**src/rtl/wrr_pkt_arbiter_if.sv**
```systemverilog
// Handshake bundle between the packet read units, the WRR arbiter and egress.
// The slave modport is the arbiter's view; master is the surrounding fabric.
interface wrr_pkt_arbiter_if #(
    parameter int DATA_WIDTH = 32,
    parameter int NUM_CH     = 4,
    parameter int WEIGHT_W   = 4
);
    logic [NUM_CH*DATA_WIDTH-1:0] iData;
    logic [NUM_CH-1:0]            iVld;
    logic [NUM_CH-1:0]            iLast;
    logic [NUM_CH-1:0]            oRdy;
    logic [NUM_CH*WEIGHT_W-1:0]   iWeight;
    logic [DATA_WIDTH-1:0]        oData;
    logic                         oVld;
    logic                         oLast;
    logic                         iRdy;
    logic [NUM_CH-1:0]            oGrant;
    logic                         oBusy;

    modport slave (
        input  iData, iVld, iLast, iWeight, iRdy,
        output oRdy, oData, oVld, oLast, oGrant, oBusy
    );

    modport master (
        output iData, iVld, iLast, iWeight, iRdy,
        input  oRdy, oData, oVld, oLast, oGrant, oBusy
    );
endinterface

```
**src/rtl/wrr_pkt_arbiter.sv**
```systemverilog
// Packet-granular weighted round-robin merge of NUM_CH read-unit streams.
// Channels switch only on packet boundaries; egress is one register stage.
module wrr_pkt_arbiter #(
    parameter int DATA_WIDTH = 32,
    parameter int NUM_CH     = 4,
    parameter int WEIGHT_W   = 4
) (
    input  logic              iClk,
    input  logic              iRst,
    wrr_pkt_arbiter_if.slave  bus
);
    localparam int PTR_W = (NUM_CH > 1) ? $clog2(NUM_CH) : 1;

    typedef enum logic {IDLE, XFER} state_t;

    state_t                  state;
    state_t                  stateNxt;

    logic [WEIGHT_W-1:0]     credit    [NUM_CH];
    logic [WEIGHT_W-1:0]     creditEff [NUM_CH];
    logic [WEIGHT_W-1:0]     wgt       [NUM_CH];
    logic [NUM_CH-1:0]       elig;
    logic [NUM_CH-1:0]       grant;
    logic [PTR_W-1:0]        rPtr;
    logic [PTR_W-1:0]        gIdx;
    logic [PTR_W-1:0]        gNext;
    logic [PTR_W-1:0]        winIdx;
    logic [PTR_W-1:0]        idx;
    logic [PTR_W:0]          sum;
    logic                    win;
    logic                    anyCredit;
    logic                    anyWeight;
    logic                    reload;

    logic [DATA_WIDTH-1:0]   gData;
    logic                    gVld;
    logic                    gLast;
    logic                    outRdy;
    logic                    accept;
    logic                    eop;

    logic [DATA_WIDTH-1:0]   dataQ;
    logic                    vldQ;
    logic                    lastQ;

    // Reload check, effective credits and rotating first-eligible search
    always_comb begin
        anyCredit = 1'b0;
        anyWeight = 1'b0;
        for (int k = 0; k < NUM_CH; k++) begin
            wgt[k] = bus.iWeight[k*WEIGHT_W +: WEIGHT_W];
            if (bus.iVld[k] && credit[k] != '0) anyCredit = 1'b1;
            if (bus.iVld[k] && wgt[k] != '0)    anyWeight = 1'b1;
        end
        reload = (state == IDLE) && !anyCredit && anyWeight;
        for (int k = 0; k < NUM_CH; k++) begin
            creditEff[k] = reload ? wgt[k] : credit[k];
            elig[k]      = bus.iVld[k] && (creditEff[k] != '0);
        end
        win    = 1'b0;
        winIdx = '0;
        sum    = '0;
        idx    = '0;
        for (int i = 0; i < NUM_CH; i++) begin
            sum = {1'b0, rPtr} + (PTR_W+1)'(i);
            if (sum >= (PTR_W+1)'(NUM_CH)) sum = sum - (PTR_W+1)'(NUM_CH);
            idx = sum[PTR_W-1:0];
            if (!win && elig[idx]) begin
                win    = 1'b1;
                winIdx = idx;
            end
        end
    end

    // Granted-channel mux and egress handshake qualifiers
    always_comb begin
        gData = '0;
        gVld  = 1'b0;
        gLast = 1'b0;
        for (int k = 0; k < NUM_CH; k++) begin
            if (grant[k]) begin
                gData = bus.iData[k*DATA_WIDTH +: DATA_WIDTH];
                gVld  = bus.iVld[k];
                gLast = bus.iLast[k];
            end
        end
        outRdy = !vldQ || bus.iRdy;
        accept = (state == XFER) && gVld && outRdy;
        eop    = accept && gLast;
        gNext  = (gIdx == PTR_W'(NUM_CH-1)) ? '0 : gIdx + PTR_W'(1);
    end

    // Next-state: grant leaves IDLE, accepted last word returns to it
    always_comb begin
        stateNxt = state;
        unique case (state)
            IDLE: if (win) stateNxt = XFER;
            XFER: if (eop) stateNxt = IDLE;
            default: stateNxt = IDLE;
        endcase
    end

    // State register
    always_ff @(posedge iClk or posedge iRst) begin
        if (iRst) state <= IDLE;
        else      state <= stateNxt;
    end

    // Grant, credit and round-robin pointer bookkeeping
    always_ff @(posedge iClk or posedge iRst) begin
        if (iRst) begin
            grant <= '0;
            gIdx  <= '0;
            rPtr  <= '0;
            for (int k = 0; k < NUM_CH; k++) credit[k] <= '0;
        end else if (state == IDLE) begin
            if (reload) begin
                for (int k = 0; k < NUM_CH; k++) credit[k] <= creditEff[k];
            end
            if (win) begin
                grant <= NUM_CH'(1) << winIdx;
                gIdx  <= winIdx;
            end
        end else if (eop) begin
            grant <= '0;
            if (credit[gIdx] != '0) begin
                credit[gIdx] <= credit[gIdx] - WEIGHT_W'(1);
            end
            rPtr <= (credit[gIdx] <= WEIGHT_W'(1)) ? gNext : gIdx;
        end
    end

    // Egress register: load on accept, clear valid once drained
    always_ff @(posedge iClk or posedge iRst) begin
        if (iRst) begin
            dataQ <= '0;
            vldQ  <= 1'b0;
            lastQ <= 1'b0;
        end else if (accept) begin
            dataQ <= gData;
            lastQ <= gLast;
            vldQ  <= 1'b1;
        end else if (bus.iRdy) begin
            vldQ  <= 1'b0;
        end
    end

    assign bus.oRdy   = grant & {NUM_CH{outRdy}};
    assign bus.oData  = dataQ;
    assign bus.oVld   = vldQ;
    assign bus.oLast  = lastQ;
    assign bus.oGrant = grant;
    assign bus.oBusy  = (state == XFER);
endmodule
```
**src/flat_wrapper.sv**
```systemverilog
// flat-port wrapper written by rule: the top's interface ports become plain ports
module wrr_pkt_arbiter_flat 
#(
    parameter int DATA_WIDTH = 32,
    parameter int NUM_CH     = 4,
    parameter int WEIGHT_W   = 4
)
  (iClk, iRst, bus_iData, bus_iVld, bus_iLast, bus_iWeight, bus_iRdy, bus_oRdy, bus_oData, bus_oVld, bus_oLast, bus_oGrant, bus_oBusy);
  wrr_pkt_arbiter_if #(.DATA_WIDTH(DATA_WIDTH), .NUM_CH(NUM_CH), .WEIGHT_W(WEIGHT_W)) bus_i ();
  input  logic iClk;
  input  logic iRst;
  input wire logic [$bits(bus_i.iData)-1:0] bus_iData;
  input wire logic [$bits(bus_i.iVld)-1:0] bus_iVld;
  input wire logic [$bits(bus_i.iLast)-1:0] bus_iLast;
  input wire logic [$bits(bus_i.iWeight)-1:0] bus_iWeight;
  input wire logic [$bits(bus_i.iRdy)-1:0] bus_iRdy;
  output wire logic [$bits(bus_i.oRdy)-1:0] bus_oRdy;
  output wire logic [$bits(bus_i.oData)-1:0] bus_oData;
  output wire logic [$bits(bus_i.oVld)-1:0] bus_oVld;
  output wire logic [$bits(bus_i.oLast)-1:0] bus_oLast;
  output wire logic [$bits(bus_i.oGrant)-1:0] bus_oGrant;
  output wire logic [$bits(bus_i.oBusy)-1:0] bus_oBusy;
  assign bus_i.iData = bus_iData;
  assign bus_i.iVld = bus_iVld;
  assign bus_i.iLast = bus_iLast;
  assign bus_i.iWeight = bus_iWeight;
  assign bus_i.iRdy = bus_iRdy;
  assign bus_oRdy = bus_i.oRdy;
  assign bus_oData = bus_i.oData;
  assign bus_oVld = bus_i.oVld;
  assign bus_oLast = bus_i.oLast;
  assign bus_oGrant = bus_i.oGrant;
  assign bus_oBusy = bus_i.oBusy;
  wrr_pkt_arbiter #(.DATA_WIDTH(DATA_WIDTH), .NUM_CH(NUM_CH), .WEIGHT_W(WEIGHT_W)) u_core (.iClk(iClk), .iRst(iRst), .bus(bus_i));
endmodule
```
**config.mk**
```make
export PLATFORM = sky130hd
export DESIGN_NAME = wrr_pkt_arbiter_flat
export DESIGN_NICKNAME = d
export VERILOG_FILES = /design/src/rtl/wrr_pkt_arbiter_if.sv /design/src/rtl/wrr_pkt_arbiter.sv /design/src/flat_wrapper.sv
export SDC_FILE = /design/constraint.sdc
export NUM_CORES = 1
export LEC_CHECK = 0
export ABC_CLOCK_PERIOD_IN_PS = 3700
export CORE_ASPECT_RATIO = 0.6
export CORE_MARGIN = 5
export CORE_UTILIZATION = 40
export CTS_CLUSTER_DIAMETER = 40
export DETAILED_ROUTE_END_ITERATION = 7
export GPL_TIMING_DRIVEN = 0
export PLACE_DENSITY_LB_ADDON = 0.12
export SLEW_MARGIN = 20
export SYNTH_ARGS = -nofsm -noshare
export SYNTH_HDL_FRONTEND = slang
export SYNTH_SLANG_ARGS = --single-unit
export TNS_END_PERCENT = 1
```
**constraint.sdc**
```tcl
create_clock -name iClk -period 3.7 [get_ports iClk]
set_input_delay 0.74 -clock iClk [delete_from_list [all_inputs] [get_ports iClk]]
set_output_delay 0.74 -clock iClk [all_outputs]
set_load 0.02 [all_outputs]
```
Word level (Yosys, flattened, before mapping)
Cells that the tools add are included.

word-level totals
  flip-flop bits (word level) = 59
  bits of input ports = 155
  output and inout port bits = 43

cells by class
  $add $sub $neg = 9
  order comparisons = 11
  equal/unequal tests = 3
  shift operators = 1
  mux-type cells = 64
  bitwise gates (word level) = 3
  reduce and logical (&&, ||, !) cells = 47

operators by type and width
  kind                                                             count
  2-to-1 mux 32 bit                                                4
  2-to-1 mux 16 bit                                                4
  nonzero test 4 bit                                               13
  2-to-1 mux 4 bit                                                 10
  2-to-1 mux 1 bit                                                 28
  logical AND 1 bit                                                21
  2-to-1 mux 2 bit                                                 10
  bitwise mux 16 bit                                               1
  >= comparator 3 bit (second input constant)                      4
  < comparator 2 x 3 -> 1 bit (second input constant)              4
  binary-select mux 1 bit (select 2 bit)                           4
  binary-select mux 4 bit (select 2 bit)                           1
  demux 4 bit (select 2 bit)                                       1
  subtractor 2 x 1 -> 2 bit (second input constant)                4
  adder 2 x 2 -> 3 bit (second input constant)                     2
  AND reduction 2 bit                                              3
  nonzero test 2 bit                                               3
  logical NOT 1 bit                                                5
  bitwise AND 4 bit                                                1
  less-or-equal comparator 4 x 1 -> 1 bit (second input constant)  1
  != test 2 bit (second input constant)                            2
  left shift 1 x 2 -> 4 bit (first input constant)                 1
  subtractor 4 x 1 -> 4 bit (second input constant)                1
  adder 2 x 1 -> 3 bit (second input constant)                     1
  9 further kinds                                                  9

Depth between registers and ports, before layout
  depth in word-level cells = 27
  mapped depth = 9

Worst setup path after synthesis
OpenSTA, ideal clock, no wires.

  path type = in2reg
  from = input bus_iWeight[12]
  to = register u_core.credit[8] in the netlist's numbering
  arrival time = 2.547 ns
  required time = 3.579 ns
  path slack = 1.032 ns
  stages on the path = 8
  cells stage by stage = o41ai_1 > o2111a_1 > nand3b_1 > buf_2 > a21bo_2 > buf_4 > buf_4 > a22o_2

on the way
  cells in the longest elaborated chain, start to end = 7
  elaborated cells on any way between the ends = 9
  those cells by class = 4 x mux; 5 x reduce/logical

ends and longest elaborated chain
  element                        line                    source
  start, declared                flat_wrapper.sv:15      input wire logic [$bits(bus_i.iWeight)-1:0] bus_iWeight;
  nonzero test 4 bit *           wrr_pkt_arbiter.sv:53   if (bus.iVld[k] && wgt[k] != '0) anyWeight = 1'b1;
  logical AND 1 bit *            wrr_pkt_arbiter.sv:53
  2-to-1 mux 1 bit *             wrr_pkt_arbiter.sv:53
  logical AND 1 bit *            wrr_pkt_arbiter.sv:55   reload = (state == IDLE) && !anyCredit && anyWeight;
  2-to-1 mux 4 bit               wrr_pkt_arbiter.sv:57   creditEff[k] = reload ? wgt[k] : credit[k];
  2-to-1 mux 16 bit              wrr_pkt_arbiter.sv:117  if (reload) begin
  2-to-1 mux 16 bit              wrr_pkt_arbiter.sv:116  end else if (state == IDLE) begin
  end signal, assigned by index  wrr_pkt_arbiter.sv:127  credit[gIdx] <= credit[gIdx] - WEIGHT_W'(1);
  end, declared                  wrr_pkt_arbiter.sv:19   logic [WEIGHT_W-1:0] credit [NUM_CH];

Mark *: on every way between the ends. The rest lies on a longest branch, timed or not. The select of a mux whose other input is x is not followed.
A chain may end at the register's enable or synchronous reset.

Worst setup path after layout
  from = input bus_iWeight[0]
  to = register u_core.credit[0] in the netlist's numbering

on the way
  cells in the longest elaborated chain, start to end = 10
  elaborated cells on any way between the ends = 12
  those cells by class = 7 x mux; 5 x reduce/logical

ends and longest elaborated chain
  element                          line
  nonzero test 4 bit *             wrr_pkt_arbiter.sv:53
  logical AND 1 bit *              wrr_pkt_arbiter.sv:53
  2-to-1 mux 1 bit * (4 in a row)  wrr_pkt_arbiter.sv:53
  logical AND 1 bit *              wrr_pkt_arbiter.sv:55
  2-to-1 mux 4 bit                 wrr_pkt_arbiter.sv:57
  2-to-1 mux 16 bit                wrr_pkt_arbiter.sv:117
  2-to-1 mux 16 bit                wrr_pkt_arbiter.sv:116

Marks and branches as above.

==> metrics.md <==
| Metric | Value |
|---|---|
| Run status | completed |
| Post-CTS resize count | 0 |
| Worst hold path class | reg2reg |
| Proportion of netlist area held by the largest area contributor | approximately 37% |
| Number of warnings reported in the yosys synthesis log | 0 |
| HPWL reported at the end of detailed placement | about 13 mm |
| Part of the Yosys area used for sequential elements | 37.3% |
| Switching power of the nets | ~2600 uW |
| Sequential share of power | a little under a quarter |
| Worst-path maximum fanout | 10 |
| Ratio of final minimum period to clock period | about nine tenths |
| Clock Tree Buf Depth | 2 |
| Vias | ~4700 |
| Final Critical Period | 3.30 ns |
| Final weighted congestion in routability-driven placement | about 1.0 |
| Syn Inst Count | 461 |
| Post-CTS repair timing setup buffer count | 0 |
| Post-Place Cells | between 700 and 800 |
| Core Footprint | 9770 sq um |
| Die outline area | about 12000 sq um |
| Relative slew slack | 54.3% |
| Delay contributed by the slowest stage of the critical path | around 0.67 ns |
| Pin count of the biggest net entering global routing | 45 |
| # DRC | 0 |
| Post-DR wirelength/cell | about 20 microns |
| Final total power | 5700 uW |
| Cells traversed along the worst timing path | clkdlybuf4s50_1, o41ai_2, o2111a_1, nand3b_1, buf_2, buf_2, mux2i_1, o22ai_1, a22o_1 |
| Die span in x | ~140 microns |
| Number of top-level pins | roughly 200 |
| Worst-margin pin slew | 0.677 ns |
| Gate power share | 61.1% |
| Layout cell share with drive strength beyond 1 | between 5 and 6% |
| Area of the mapped netlist | slightly below 4000 sq um |
| Peak supply drop | approximately 0.5 mV |
| Switching part of the total | about 46% |
| GRT met2 Usage | around two fifths |
| Number of antenna-violating nets in the routed design | 0 |
| Arrival time of the worst setup path | ~3.5 ns |
| Crit path top cell by count | buf_2 |
| Avg Vias per Cell | just under 6 |
| Mapped Nets | roughly 620 |
| Iteration count of the initial detailed-routing pass | 5 |
| H-tree levels | 3 |
| Total number of clock tree sinks | 59 |
| #FFs+latches synth | roughly 60 |
| Max-cap viol count | 0 |
| Relative contribution of the clock network to total power | roughly 16% |
| Layout net count | around 830 |
| CP max-delay cell | o41ai_2 |
| Asr flop ratio synth | between 90% and 100% |
| Number of global-route vias before repair | slightly below 5000 |
| Global Route Usage Sum | 26.5% |
| Number of unique standard cell types used by synthesis | between 50 and 60 |
| Cell Int Power | 3100 uW |
| Number of slew-limit violations in the final report | 0 |
| Global-route track usage on met3 | under 10% |
| Met1 Track Usage GR | a little over a third |
| Max Clock Skew | 0.00730 ns |
| Number of buffers added by the clock tree synthesis step | 9 |
| TritonCTS clock tree | done |
| Final setup violation count | 0 |
| Clock transition at the register clock pins on the worst setup and hold paths after CTS | approximately 0.050 ns |
| Cell leakage power | between 0.002 and 0.003 uW |
| Cell taking the most area after synthesis | dfrtp_1 |
| Kind of start point of the critical path | primary input |
| Fillers | between 800 and 900 |
| Post-Syn Area per Cell | around 8.6 sq um |
| Syn-to-layout area delta | 62.9% |
| Initial antenna violation count | 0 |
| Die height | slightly below 90 microns |
| Critical path start-end classification | in2reg |
| Achievable frequency | between 300 and 400 MHz |
| Required time at the endpoint of the critical path | just under 4 ns |
| Combined flip-flop and latch cell area | 1480 sq um |
| Hold Vio Cnt, Final | 0 |
| Number of enable-type register cells in the synthesized netlist | 0 |
| Clk Latency, worst-skew pair | about 0.33 ns |
| Number of hold buffers added after cts | 0 |
| CTS root buf | clkbuf_16 |
| ANT cells | 0 |
| Layer with the highest usage | met2 |
| Number of standard cells in the layout, taps in and fillers out | between 800 and 900 |
| Pwr/cell area | 884 nW/um^2 |
| Critical path endpoint category | register |
| First-pass GRT wire length | 25.4 mm |
| Number of placement rows | 28 |
| RSZ-0062 raised after global routing | no |
| Starting utilization of the core area | between 40 and 50% |
| Drt first-iter violations | 460 |
| Top cells by area, synth | dfrtp_1 37%, a21oi_1 9.0%, nor2_1 7.4% |
| Sum Neg Setup Slack | 0 ns |
| PortBufs | roughly 200 |
| Routed WL | 16.4 mm |
| Total global routing overflow | 0 |
| Reg-to-reg slack, setup | ~0.77 ns |
| Main flop type after synthesis | dfrtp_1 |
| Combined area of the multi-input logic cells | approximately 2300 sq um |
-- power by group through the flow --
stage               combinational [uW]  sequential, uW  clock [uW]
floorplan                         1900            1460           0
global placement                  3330            1270           0
detailed placement                3430            1290           0
CTS                               3450            1280         932
global route                      3790            1340         964
finish                            3490            1300         919
-- final timing paths --
kind | from | end | depth (start not counted)
setup / recovery | bus_iWeight[0] | u_core.credit[0] | 9
hold / removal | u_core.bus.oVld | u_core.bus.oVld | 2
setup reg to reg | u_core.bus.oGrant[2] | u_core.bus.oData[31] | 9
hold reg to reg | u_core.bus.oVld | u_core.bus.oVld | 2
max in group asynchronous | iRst | u_core.bus.oData[1] | 3
min in group asynchronous | iRst | u_core.credit[7] | 2
-- layout by cell type (no fill, tap or decap), types with 3 or more instances in the layout --
master / synthesis / routed
mux2i_1: 18 / 18
a22o_1: 15 / 15
a221oi_1: 32 / 32
clkbuf_16: 0 / 9
clkdlybuf4s50_1: 0 / 197
dfrtp_1: 59 / 59
and2_1: 3 / 3
buf_1: 4 / 4
ha_1: 7 / 7
a21oi_1: 71 / 71
o41ai_1: 3 / 3
o21ai_0: 8 / 8
nor3_1: 34 / 34
nor2_1: 78 / 78
o21ai_2: 3 / 3
mux4_2: 3 / 3
nor2b_1: 5 / 5
o41a_1: 4 / 4
buf_2: 3 / 3
nand2_1: 11 / 11
clkbuf_1: 25 / 26
nor4_1: 4 / 4
nand3b_1: 3 / 3
o22ai_1: 16 / 16
inv_1: 10 / 9
-- metrics by stage --
step / utilization (%) / worst slack, ns / area [sq um] / hold WS (ns)
after global placement: 62.4 / 0.204 / 6100 / 0.497
after floorplan: - / 1.03 / 3960 / 0.514
after global routing: 66.0 / 0.279 / 6450 / 0.555
after CTS: 66.0 / 0.473 / 6450 / 0.529
final: 66.0 / 0.399 / 6450 / 0.524
after detailed placement: 62.6 / 0.187 / 6120 / 0.512
-- Yosys cell counts, types with 5 or more instances --
cell type and count:
ha_1 7, o21ai_0 8, clkbuf_1 25, inv_1 10
a21oi_1 71, o22ai_1 16, a221oi_1 32, nor3_1 34
nor2_1 78, mux2i_1 18, nand2_1 11, a22o_1 15
dfrtp_1 59, nor2b_1 5
-- cell families after synthesis --
kind of cell	count (synthesis)	synth area share, %
xor gates and xnor gates	2	0.442
DFF	59	37.3
AOI/OAI and AO/OA	177	31.3
adders and majority gates	7	2.21
buffers and inverters	48	5.34
and+or+nand+nor	146	16.5
muxes	22	6.89
-- registers in the layout (all words and copies together) (netlist names) --
signal / cells
u_core.bus.oData: 32
u_core.credit: 16
u_core.bus.oGrant: 4
u_core.gIdx: 2
u_core.rPtr: 2
u_core.bus.oBusy: 1
u_core.bus.oLast: 1
u_core.bus.oVld: 1
-- layer usage --
metal | up-vias | part of all wire, %
li1 | 2173 | -
met5 | - | 0
met4 | 0 | 2.3
met2 | 269 | 44
met3 | 36 | 11
met1 | 2266 | 42
-- worst max-delay path, delay by kind of cell --
family | cells | cell delay [ns]
AOI/OAI and AO/OA | 4 | 1.33
buffers and inverters | 3 | 1.09
muxes | 1 | 0.24
and+or+nand+nor | 1 | 0.11
-- area by class of cell --
type | count | share of cell area [%]
timing repair buffer | 198 | 30.9
tap | 135 | 2.62
clock inverter | 4 | 1.12
multi-input combinational | 354 | 35.2
clock buffer | 12 | 3.98
buffer | 37 | 2.64
sequential | 59 | 22.9
inverter | 11 | 0.679
Note: power is estimated with default switching activity, not from simulation.
